`src/rtl/comp_instr_pkg.sv`:
```
// Shared types and helpers for the RV32IC fetch realignment stage.
package comp_instr_pkg;

  // Low two opcode bits that mark a full 32-bit instruction.
  localparam logic [1:0] OPC_FULL = 2'b11;

  typedef logic [15:0] halfword_t;
  typedef logic [1:0]  hwcnt_t;

  // A halfword starts a compressed instruction unless its low bits are 11.
  function automatic logic is_compressed(input halfword_t hw);
    return hw[1:0] != OPC_FULL;
  endfunction

endpackage

```
`src/rtl/comp_instr_hw_buf.sv`:
```
// Three-entry halfword shift buffer: entry 0 is the oldest halfword.
// A pop of one or two entries is applied first; the append then lands
// directly behind whatever remains.
module comp_instr_hw_buf
  import comp_instr_pkg::*;
(
  input  logic      i_clk,
  input  logic      i_rst,
  input  logic      i_clear,
  input  logic      i_pop1,
  input  logic      i_pop2,
  input  logic      i_push1,
  input  logic      i_push2,
  input  halfword_t i_lo,
  input  halfword_t i_hi,
  output halfword_t o_hw0,
  output halfword_t o_hw1,
  output hwcnt_t    o_cnt
);

  halfword_t r_hw [3];
  hwcnt_t    r_cnt;
  halfword_t w_shift [3];
  halfword_t w_next [3];
  hwcnt_t    w_base;
  hwcnt_t    w_cntNext;

  assign o_hw0 = r_hw[0];
  assign o_hw1 = r_hw[1];
  assign o_cnt = r_cnt;

  // Drop the consumed halfwords and move the survivors to the front.
  always_comb begin
    w_shift[0] = r_hw[0];
    w_shift[1] = r_hw[1];
    w_shift[2] = r_hw[2];
    w_base     = r_cnt;
    if (i_pop2) begin
      w_shift[0] = r_hw[2];
      w_shift[1] = 16'h0;
      w_shift[2] = 16'h0;
      w_base     = r_cnt - 2'd2;
    end else if (i_pop1) begin
      w_shift[0] = r_hw[1];
      w_shift[1] = r_hw[2];
      w_shift[2] = 16'h0;
      w_base     = r_cnt - 2'd1;
    end
  end

  // Append the new halfword(s) right behind the surviving entries.
  always_comb begin
    w_next[0] = w_shift[0];
    w_next[1] = w_shift[1];
    w_next[2] = w_shift[2];
    w_cntNext = w_base;
    if (i_push2) begin
      w_cntNext = w_base + 2'd2;
      case (w_base)
        2'd0: begin
          w_next[0] = i_lo;
          w_next[1] = i_hi;
        end
        2'd1: begin
          w_next[1] = i_lo;
          w_next[2] = i_hi;
        end
        default: ;
      endcase
    end else if (i_push1) begin
      w_cntNext = w_base + 2'd1;
      case (w_base)
        2'd0:    w_next[0] = i_hi;
        2'd1:    w_next[1] = i_hi;
        2'd2:    w_next[2] = i_hi;
        default: ;
      endcase
    end
  end

  // Buffer storage; a clear empties it without touching the contents.
  always_ff @(posedge i_clk or posedge i_rst) begin
    if (i_rst) begin
      r_hw[0] <= 16'h0;
      r_hw[1] <= 16'h0;
      r_hw[2] <= 16'h0;
      r_cnt   <= 2'd0;
    end else if (i_clear) begin
      r_cnt   <= 2'd0;
    end else begin
      r_hw[0] <= w_next[0];
      r_hw[1] <= w_next[1];
      r_hw[2] <= w_next[2];
      r_cnt   <= w_cntNext;
    end
  end

endmodule

```
`src/rtl/comp_instr_aligner.sv`:
```
// Fetch-side realignment stage: turns word-aligned fetch words into a
// stream of 16/32-bit instructions tagged with their PC, including
// instructions that straddle a word and halfword-aligned redirects.
module comp_instr_aligner
  import comp_instr_pkg::*;
#(
  parameter logic [31:0] RESET_PC = 32'h0000_0000
) (
  input  logic        aclk,
  input  logic        areset,
  input  logic        flush,
  input  logic [31:0] flush_pc,
  output logic [31:0] f_addr,
  input  logic        f_valid,
  output logic        f_ready,
  input  logic [31:0] f_data,
  output logic        i_valid,
  input  logic        i_ready,
  output logic [31:0] i_data,
  output logic [31:0] i_pc,
  output logic        i_compressed
);

  logic [31:0] r_pc;
  logic [31:0] r_fAddr;
  logic        r_skip;
  halfword_t   w_hw0;
  halfword_t   w_hw1;
  hwcnt_t      w_cnt;
  logic        w_accept;
  logic        w_consume;
  logic        w_unusedBits;

  // Bit 0 of a redirect target is meaningless for halfword-aligned code.
  assign w_unusedBits = flush_pc[0];

  assign i_compressed = is_compressed(w_hw0);
  assign i_valid      = !flush && ((w_cnt >= 2'd1 && i_compressed) || w_cnt >= 2'd2);
  assign i_data       = i_compressed ? {16'h0, w_hw0} : {w_hw1, w_hw0};
  assign i_pc         = r_pc;
  assign f_addr       = r_fAddr;
  assign f_ready      = !flush && w_cnt <= 2'd1;
  assign w_accept     = f_valid && f_ready;
  assign w_consume    = i_valid && i_ready;

  comp_instr_hw_buf u_buf (
    .i_clk   (aclk),
    .i_rst   (areset),
    .i_clear (flush),
    .i_pop1  (w_consume && i_compressed),
    .i_pop2  (w_consume && !i_compressed),
    .i_push1 (w_accept && r_skip),
    .i_push2 (w_accept && !r_skip),
    .i_lo    (f_data[15:0]),
    .i_hi    (f_data[31:16]),
    .o_hw0   (w_hw0),
    .o_hw1   (w_hw1),
    .o_cnt   (w_cnt)
  );

  // Track the PC of the oldest halfword, the next fetch address and
  // whether the low half of the next fetch word must be skipped.
  always_ff @(posedge aclk or posedge areset) begin
    if (areset) begin
      r_pc    <= {RESET_PC[31:1], 1'b0};
      r_fAddr <= {RESET_PC[31:2], 2'b00};
      r_skip  <= RESET_PC[1];
    end else if (flush) begin
      r_pc    <= {flush_pc[31:1], 1'b0};
      r_fAddr <= {flush_pc[31:2], 2'b00};
      r_skip  <= flush_pc[1];
    end else begin
      if (w_consume) begin
        r_pc <= r_pc + (i_compressed ? 32'd2 : 32'd4);
      end
      if (w_accept) begin
        r_fAddr <= r_fAddr + 32'd4;
        r_skip  <= 1'b0;
      end
    end
  end

endmodule

```
`config.mk`:
```
export PLATFORM = sky130hd
export DESIGN_NAME = comp_instr_aligner
export DESIGN_NICKNAME = d
export VERILOG_FILES = /design/src/rtl/comp_instr_pkg.sv /design/src/rtl/comp_instr_hw_buf.sv /design/src/rtl/comp_instr_aligner.sv
export SDC_FILE = /design/constraint.sdc
export NUM_CORES = 1
export LEC_CHECK = 0
export ABC_AREA = 1
export CORE_ASPECT_RATIO = 0.5
export CORE_MARGIN = 2
export CORE_UTILIZATION = 31
export CTS_BUF_LIST = sky130_fd_sc_hd__clkbuf_2 sky130_fd_sc_hd__clkbuf_4 sky130_fd_sc_hd__clkbuf_8
export DETAILED_ROUTE_END_ITERATION = 10
export GPL_TIMING_DRIVEN = 0
export PLACE_DENSITY = 0.59
export SLEW_MARGIN = 40
export SYNTH_ARGS = -nofsm -noshare
export SYNTH_HDL_FRONTEND = slang
export SYNTH_HIERARCHICAL = 1
export SYNTH_SLANG_ARGS = --single-unit
export TNS_END_PERCENT = 50
```
`constraint.sdc`:
```
create_clock -name aclk -period 8 [get_ports aclk]
set_input_delay 0.8 -clock aclk [delete_from_list [all_inputs] [get_ports aclk]]
set_output_delay 0.8 -clock aclk [all_outputs]
set_load 0.02 [all_outputs]
```
==> results of run 1 <==
[routing by layer]
layer	up-vias	global-route usage (%)	wire (um)
met5	-	0	0
met4	0	5.78	702
met3	48	3.99	2690
met2	460	37.0	16400
met1	4721	31.9	15900
li1	5000	-	-
[final timing paths]
kind                                 from             end  slack [ps]  cells after the start
min                         u_buf/r_hw[8]   u_buf/r_hw[8]         520                      2
max in group asynchronous          areset   u_buf/r_hw[5]        6680                      3
min in group asynchronous          areset       f_addr[2]         760                      2
min reg2reg                 u_buf/r_hw[8]   u_buf/r_hw[8]         520                      2
max reg2reg                u_buf/o_hw0[0]  u_buf/o_hw0[0]        4460                     23
max                        u_buf/o_hw0[0]    i_compressed        4380                      5
[area by class of cell]
| type | instances | area, um^2 | area share, % |
|---|---|---|---|
| plain buffers | 103 | 671 | 5.76 |
| well taps | 391 | 489 | 4.20 |
| multi-input cells | 1111 | 5170 | 44.4 |
| inverters | 157 | 602 | 5.17 |
| flip-flops and latches | 112 | 2800 | 24.1 |
| repair buffers | 164 | 1660 | 14.3 |
| clock buffers | 9 | 124 | 1.06 |
| clock inverters | 7 | 119 | 1.02 |
[cells in the mapped netlist (all sizes together)]
library cell / number
clkbuf: 32
xnor2: 12
nand3: 135
o211ai: 20
conb: 1
o21bai: 1
nor3b: 1
a31oi: 6
ha: 3
nand3b: 7
clkinv: 2
inv: 155
nand2: 518
nand4: 27
a21oi: 69
or2: 1
nor3: 17
o22ai: 1
o21ai: 71
dfrtp: 112
buf: 71
o221ai: 1
o31ai: 1
a21boi: 5
xor2: 24
nor2: 188
[worst max-delay path: stages, from the launching register on]
cell and delay, ps:
dfrtp_1 440, buf_4 170, nand2_2 100, clkbuf_1 440, clkbuf_1 520, clkdlybuf4s50_1 720
[report_power, final]
part	switching, uW	total (uW)	internal (uW)
Clock	230	439	209
Combinational	711	1230	522
Sequential	151	837	685
[metrics by stage]
step / hold slack, ps / instance area (um^2) / setup WS [ps] / cells
floorplan: 471 / 9240 / 4980 / 1483
global placement: 491 / 11300 / 4220 / 2036
detailed placement: 489 / 11400 / 4230 / 2038
CTS: 519 / 11600 / 4230 / 2054
global route: 547 / 11600 / 4140 / 2054
finish: 516 / 11600 / 4380 / 2054
[registers in the layout (all words and copies together) (netlist names)]
| register | cells |
|---|---|
| i_pc | 31 |
| u_buf/o_hw0 | 16 |
| r_skip | 1 |
| f_addr | 30 |
| u_buf/o_cnt | 2 |
| u_buf/r_hw | 16 |
| u_buf/o_hw1 | 16 |
[cell families (layout without fill, tap and decap cells)]
logic type | after synthesis | count (layout) | share of synthesized area, %
AND/OR/NAND/NOR | 894 | 894 | 41.4
flip-flops | 112 | 112 | 30.4
XOR/XNOR | 36 | 36 | 3.42
AO/OA/AOI/OAI | 175 | 175 | 10.7
buffers and inverters | 260 | 440 | 13.7
adder cells (fa/ha/maj) | 3 | 3 | 0.407
other | 1 | 3 | 0.0406
==> impl_results.md, run 1 <==
* Final net count at 1730
* Synth top area share at 30.4%
* Cell Area, Synth at 0.00923 mm^2
* Post-CTS Setup Bufs at 0
* Initial Util at 31.7%
* Row count at 44
* Max-cap violations at 0
* Total track usage at 23.0%
* Max Clock Freq at 276 MHz
* Final core area utilization at 40.0%
* Clock Skew at 20.7 ps
* Seq cells post-synth at 112
* FILL cells at 3187
* GP Congestion at 0.950
* Worst Path Arrival at 2820 ps
* Antenna-violating nets left at 0
* Chip Width at 248 um
* Worst Setup End Kind: output pin
* Hold buffer count at cts at 0
* Area grow syn2layout at 26.1%
* Bufs on Longest Clock Path at 2
* Clock transition at the registers of the reported paths at 120 ps
* Pre-antenna DRT Iters at 6
* Port bufs at 162
* Hpwl dp at 26800 um
* Yosys cell types at 44
* Status: complete, no violations
* Max H-tree Level at 3
* CP Launch Type: register
* Syn Inst Count at 1481
* Total power at 2510 uW
* Die area at 0.0313 mm^2
* Vias in the first global route at 9471
* Fin crit share at 45.2%
* RSZ-0062 raised after global routing: no
* Initial antenna violation count at 0
* Dominant cell type by area after synthesis: dfrtp_1
* Endpoints failing setup at 0
* Max_slew headroom at 44.1%
* Wirelength per Cell at 17.3 um
* Root Buffer: clkbuf_8
* Seq/Total Area, Yosys at 30.4%
* Post-CTS resize count at 0
* WL final at 35600 um
* Most frequent cells in the layout: nand2_1 (505), nor2_1 (177), clkdlybuf4s50_1 (162)
* Setup TNS at 0 ps
* Core area at 0.0291 mm^2
* Required @ worst endpoint at 7200 ps
* Die Ht at 126 um
* Commonest non-fill, non-tap cell in the layout: nand2_1
* DRC viols at 0
* Drt via density at 4.98
* Worst skew pair latency at 440 ps
* Tightest Pin Transition at 838 ps
* Tightest Hold Check Type: register to register
* Final slew viol count at 0
* Via count at 10200
* Layout cells sized above 1 at 7.58%
* CTS tree: yes
* Gr ovfl total at 0
* # IOs at 168
* Final Hold Viols at 0
* Worst Path Max Fanout at 10
* Global-route wire length before repair at 55200 um
* Largest net degree at the start of global routing at 37
* Setup Crit Path Kind: register to output pin
* Clock Sinks at 112
* Fin crit period at 3620 ps
* LEAKAGE at 0.00556 uW
* Top cells by area, synth: dfrtp_1 (30%), nand2_1 (21%), nor2_1 (7.2%), nand3_1 (7.2%), inv_1 (6.1%)
* P per Cell Area at 216 mW/mm^2
* Total CTS buffers at 9
* Average cell area after synthesis at 6.23 um^2
* Maximum vdd drop at 104 uV
* Diodes inserted at 0
* YS warnings at 6
* DRT iter0 DRCs at 1296
Note: power is estimated with default switching activity, not from simulation.
==> inputs of run 2 (changes only) <==
PLACE_DENSITY = 0.61   (was 0.59)
clock period = 3.3 ns   (was 8 ns; I/O delays follow)
==> impl_results.md, run 2 (synthesized netlist as in run 1, its figures left out) <==
* Status: complete, no violations (unchanged)
* Max Clock Freq at 326 MHz
* Fin crit share at 92.8%
* Port bufs at 162 (unchanged)
* Root Buffer: clkbuf_8 (unchanged)
* Max_slew headroom at 41.8% (was 44.1%)
* CTS tree: yes (unchanged)
* Worst skew pair latency at 450 ps (was 440 ps)
* Hold buffer count at cts at 0 (unchanged)
* Most frequent cells in the layout: nand2_1 (504), nor2_1 (177), clkdlybuf4s50_1 (162) (was nand2_1 (505), nor2_1 (177), clkdlybuf4s50_1 (162))
* Fin crit period at 3060 ps
* Bufs on Longest Clock Path at 2 (unchanged)
* Diodes inserted at 0 (unchanged)
* Setup Crit Path Kind: register to register (was register to output pin)
* Row count at 44 (unchanged)
* CP Launch Type: register (unchanged)
* Max H-tree Level at 3 (unchanged)
* Area grow syn2layout at 25.8% (was 26.1%)
* Layout cells sized above 1 at 8.05% (was 7.58%)
* HP Start: flush (was u_buf/r_hw[8])
* Clock Skew at 20.1 ps (was 20.7 ps)
* R2R Setup Slk at 240 ps (was 4460 ps)
* Initial Util at 31.7% (unchanged)
* Endpoints failing setup at 0 (unchanged)
* Maximum vdd drop at 254 uV (was 104 uV)
* Worst Setup End Kind: register (was output pin)
* Initial antenna violation count at 0 (unchanged)
* Required @ worst endpoint at 3690 ps (was 7200 ps)
* Final net count at 1732 (was 1730)
* Max FFs per register at 31 (unchanged)
* Chip Width at 248 um (unchanged)
* WHS Path Cells at 3 (was 2)
* Drt via density at 5.04 (was 4.98)
* Dpl ws at -70.2 ps (was 4230 ps)
* Clock Sinks at 112 (unchanged)
* Layout Cells excl Fill at 2056 (was 2054)
* Gr ovfl total at 0 (unchanged)
* Core area at 0.0291 mm^2 (unchanged)
* Antenna-violating nets left at 0 (unchanged)
* Die Ht at 126 um (unchanged)
* FF-to-FF Start: u_buf/o_hw0[0] (unchanged)
* # IOs at 168 (unchanged)
* DRC viols at 0 (unchanged)
* Tightest Pin Transition at 873 ps (was 838 ps)
* Clock transition at the registers of the reported paths at 130 ps (was 120 ps)
* FF-to-FF End: u_buf/o_hw1[6] (was u_buf/o_hw0[0])
* Worst R2R Path Depth at 18 (was 23)
* DRT iter0 DRCs at 1128 (was 1296)
* Total power at 5920 uW (was 2510 uW)
* Max-cap violations at 0 (unchanged)
* Tightest Hold Check Type: primary input to register (was register to register)
* Vias in the first global route at 9528 (was 9471)
* Via count at 10400 (was 10200)
* GP Congestion at 0.959 (was 0.950)
* Worst Path Arrival at 3450 ps (was 2820 ps)
* Largest net degree at the start of global routing at 39 (was 37)
* Global-route wire length before repair at 54800 um (was 55200 um)
* Total track usage at 22.8% (was 23.0%)
* Hpwl dp at 26700 um (was 26800 um)
* Final slew viol count at 0 (unchanged)
* RSZ-0062 raised after global routing: no (unchanged)
* Placed insts at 2038 (unchanged)
* Final Worst Setup Slack at 237 ps (was 4380 ps)
* Die area at 0.0313 mm^2 (unchanged)
* Commonest non-fill, non-tap cell in the layout: nand2_1 (unchanged)
* Total CTS buffers at 9 (unchanged)
* Final core area utilization at 39.9% (was 40.0%)
* Final Hold Viols at 0 (unchanged)
* P per Cell Area at 510 mW/mm^2 (was 216 mW/mm^2)
* Pre-antenna DRT Iters at 8 (was 6)
* Worst Path Max Fanout at 10 (unchanged)
* WHS Endpoint: f_addr[12] (was u_buf/r_hw[8])
* LEAKAGE at 0.00555 uW (was 0.00556 uW)
* Setup TNS at 0 ps (unchanged)
* WL final at 35500 um (was 35600 um)
* Wirelength per Cell at 17.3 um (about the same)
-- run 2: changes by cell type in the layout (fill, tap and decap cells not counted), moves of 2 or more --
cell / before / now
buf_4: 41 / 43
clkbuf_2: 0 / 3
bufinv_16: 3 / 0
inv_6: 1 / 5
clkbuf_1: 32 / 28
-- run 2: cell type report --
type	instances	area (um^2)
fillers	3193	17500
multi-input cells	1111	5180
flip-flops and latches	112	2800
repair buffers	167	1680
plain buffers	102	671
inverters	157	604
well taps	391	489
clock buffers	9	124
clock inverters	7	60.1
-- run 2: layer usage --
layer	vias to the layer above	global-route usage, %	wire length, um
met4	0	7.54	914
li1	5021	-	-
met2	430	36.7	16500
met1	4835	30.8	15700
met3	70	4.20	2390
met5	-	0	0
-- run 2: where the power goes --
part	total, uW	internal (uW)	switching, uW
clock	886	292	594
sequential	2030	1660	370
combinational	3010	1280	1720
total	5920	3240	2690
-- run 2: through the flow --
stage          hold WS (ps)  cell area (um^2)
2_1_floorplan           464              9240
3_3_place_gp            491             11300
3_5_place_dp            494             11400
4_1_cts                 232             11600
5_1_grt                 227             11600
6_report                250             11600
-- run 2: how the worst max path moves through the flow --
stage / start / to / depth (start not counted)
CTS: u_buf/o_hw0[0] / u_buf/o_hw0[7] / 23
global route: u_buf/o_hw0[0] / u_buf/o_hw0[7] / 22
global placement: u_buf/o_hw0[0] / u_buf/o_hw0[2] / 23
finish: u_buf/o_hw0[0] / u_buf/o_hw1[6] / 18
floorplan: u_buf/o_hw0[0] / u_buf/o_hw0[6] / 23
detailed placement: u_buf/o_hw0[0] / u_buf/o_hw0[7] / 23
-- run 2: what timing repair did --
action / in CTS / in global routing
cloned: 0 / 0
gates resized for setup: 2 / 11
pin swaps: 0 / 1
setup endpoints to repair: 12 / 45
setup buffers: 0 / 3
-- run 2: critical path, cell delays in order, from the launching register on --
cell and delay (ps):
dfrtp_1 440, buf_4 170, nand2_2 100, nand2_1 90, a21oi_2 160, nand2_2 110, buf_2 210, nor2_1 110
buf_4 170, inv_2 90, nand2_1 60, nand3_1 60, nand2_1 240, nor2_1 110, o21bai_2 540, nand2_1 100
nand3_1 130, nand2_1 70, inv_1 50
==> inputs of run 3 (changes only) <==
clock period = 2.7 ns   (was 3.3 ns; I/O delays follow)
==> impl_results.md, run 3 (synthesized netlist as in run 1, its figures left out) <==
* HP Start: flush (unchanged)
* Total track usage at 22.8% (about the same)
* FF-to-FF End: u_buf/r_hw[14] (was u_buf/o_hw1[6])
* Worst Path Arrival at 2890 ps (was 3450 ps)
* Wirelength per Cell at 17.2 um (was 17.3 um)
* Total CTS buffers at 9 (unchanged)
* Layout cells sized above 1 at 11.2% (was 8.05%)
* Tightest Pin Transition at 869 ps (was 873 ps)
* Max FFs per register at 31 (unchanged)
* Initial antenna violation count at 0 (unchanged)
* P per Cell Area at 615 mW/mm^2 (was 510 mW/mm^2)
* Fin crit period at 2550 ps (was 3060 ps)
* Antenna-violating nets left at 0 (unchanged)
* Worst Setup End Kind: register (unchanged)
* Row count at 44 (unchanged)
* GP Congestion at 0.959 (about the same)
* Pre-antenna DRT Iters at 6 (was 8)
* Global-route wire length before repair at 54600 um (was 54800 um)
* Vias in the first global route at 9541 (was 9528)
* CTS tree: yes (unchanged)
* LEAKAGE at 0.00580 uW (was 0.00555 uW)
* Root Buffer: clkbuf_8 (unchanged)
* FF-to-FF Start: u_buf/o_cnt[1] (was u_buf/o_hw0[0])
* CP Launch Point: u_buf/o_cnt[1] (was u_buf/o_hw0[0])
* Most frequent cells in the layout: nand2_1 (498), nor2_1 (170), clkdlybuf4s50_1 (162) (was nand2_1 (504), nor2_1 (177), clkdlybuf4s50_1 (162))
* WHS Path Cells at 3 (unchanged)
* Status: complete, no violations (unchanged)
* Chip Width at 248 um (unchanged)
* Slowest stage cell, crit path: dfrtp_2 (was o21bai_2)
* Die Ht at 126 um (unchanged)
* Via count at 10400 (about the same)
* Endpoints failing setup at 0 (unchanged)
* Core area at 0.0291 mm^2 (unchanged)
* WHS Endpoint: f_addr[11] (was f_addr[12])
* Max Clock Freq at 392 MHz (was 326 MHz)
* Hpwl dp at 26500 um (was 26700 um)
* Final net count at 1760 (was 1732)
* Placed insts at 2038 (unchanged)
* WL final at 35800 um (was 35500 um)
* R2R Setup Slk at 150 ps (was 240 ps)
* Clock Skew at 21.0 ps (was 20.1 ps)
* Hold buffer count at cts at 0 (unchanged)
* Clock Sinks at 112 (unchanged)
* Setup Crit Path Kind: register to register (unchanged)
* Largest net degree at the start of global routing at 39 (unchanged)
* CP cell instances: nor2_4 -> nand2_4 -> nor2_2 -> clkbuf_1 -> buf_1 -> nand3_1 -> nand3_1 -> nand2_1 (was buf_4 -> nand2_2 -> nand2_1 -> a21oi_2 -> nand2_2 -> buf_2 -> nor2_1 -> buf_4 -> inv_2 -> nand2_1 -> nand3_1 -> nand2_1 -> nor2_1 -> o21bai_2 -> nand2_1 -> nand3_1 -> nand2_1 -> inv_1)
* Hold WS at 171 ps (was 250 ps)
* Final Hold Viols at 0 (unchanged)
* CP max stage delay at 500 ps (was 540 ps)
* Required @ worst endpoint at 3040 ps (was 3690 ps)
* Worst skew pair latency at 450 ps (about the same)
* Commonest non-fill, non-tap cell in the layout: nand2_1 (unchanged)
* DRT iter0 DRCs at 1025 (was 1128)
* Max_slew headroom at 42.0% (was 41.8%)
* Die area at 0.0313 mm^2 (unchanged)
* Final slew viol count at 0 (unchanged)
* CP Launch Type: register (unchanged)
* Crit path top cell by count: nand3_1 (was nand2_1)
* Maximum vdd drop at 262 uV (was 254 uV)
* DRC viols at 0 (unchanged)
* Max H-tree Level at 3 (unchanged)
* Tightest Hold Check Type: primary input to register (unchanged)
* Initial Util at 31.7% (unchanged)
* Max-cap violations at 0 (unchanged)
* Worst R2R Path Depth at 8 (was 18)
* Area grow syn2layout at 31.5% (was 25.8%)
* Layout Cells excl Fill at 2084 (was 2056)
* Clock transition at the registers of the reported paths at 130 ps (about the same)
* Worst Path Max Fanout at 10 (unchanged)
* Drt via density at 4.97 (was 5.04)
* Bufs on Longest Clock Path at 2 (unchanged)
* Fin crit share at 94.5% (was 92.8%)
* Gr ovfl total at 0 (unchanged)
* Port bufs at 162 (unchanged)
* # IOs at 168 (unchanged)
* Diodes inserted at 0 (unchanged)
-- run 3: worst max-delay path by stage --
stage	endpoint	slack (ps)	depth (start not counted)
finish	u_buf/r_hw[14]	150	8
global route	u_buf/r_hw[4]	-5	20
CTS	u_buf/o_hw1[7]	-7	24
global placement	u_buf/o_hw0[9]	-600	23
floorplan	u_buf/o_hw0[6]	3	23
detailed placement	u_buf/o_hw0[9]	-600	23
-- run 3: what timing repair did --
item,CTS,global route
gates cloned,2,3
endpoints found under the setup margin,61,50
pin swaps,8,13
gates resized for setup,37,44
setup buffers,17,12
-- run 3: final cells by class --
class / instances / area (um^2)
inverter: 157 / 604
clock inverter: 7 / 71.3
fill: 3108 / 17000
buffer: 99 / 701
clock buffer: 9 / 124
timing repair buffer: 198 / 2000
sequential: 112 / 2810
multi-input combinational: 1111 / 5350
tap: 391 / 489
-- run 3: routing by layer --
layer	vias up	part of all wire, %	global-route usage (%)
li1	5069	-	-
met1	4781	43	30.2
met4	0	3.0	9.30
met3	72	7.3	4.26
met2	442	46	36.6
met5	-	0	0
-- run 3: power breakdown --
group	switching [uW]	leakage, uW	internal (uW)	total [uW]
registers	464	0.00132	2030	2500
logic	2160	0.00438	1710	3870
clock network	730	0.0000995	363	1090
-- run 3: stage by stage --
stage	setup WS [ps]	cell area, um^2	power, uW	setup TNS (ps)	utilization (%)
floorplan	3.29	9250	4730	0	-
CTS	-7.35	11900	7400	-9.16	40.8
detailed placement	-605	11400	6120	-22020	39.2
global route	-4.72	12100	7980	-4.72	41.7
global placement	-596	11400	6100	-53650	39.0
finish	149	12100	7460	0	41.7
-- run 3: critical path, delay by kind of cell (launching register included) --
kind          cells  cell delay (ps)
simple gates      6             1000
flops             1              500
buf+inv           2              940
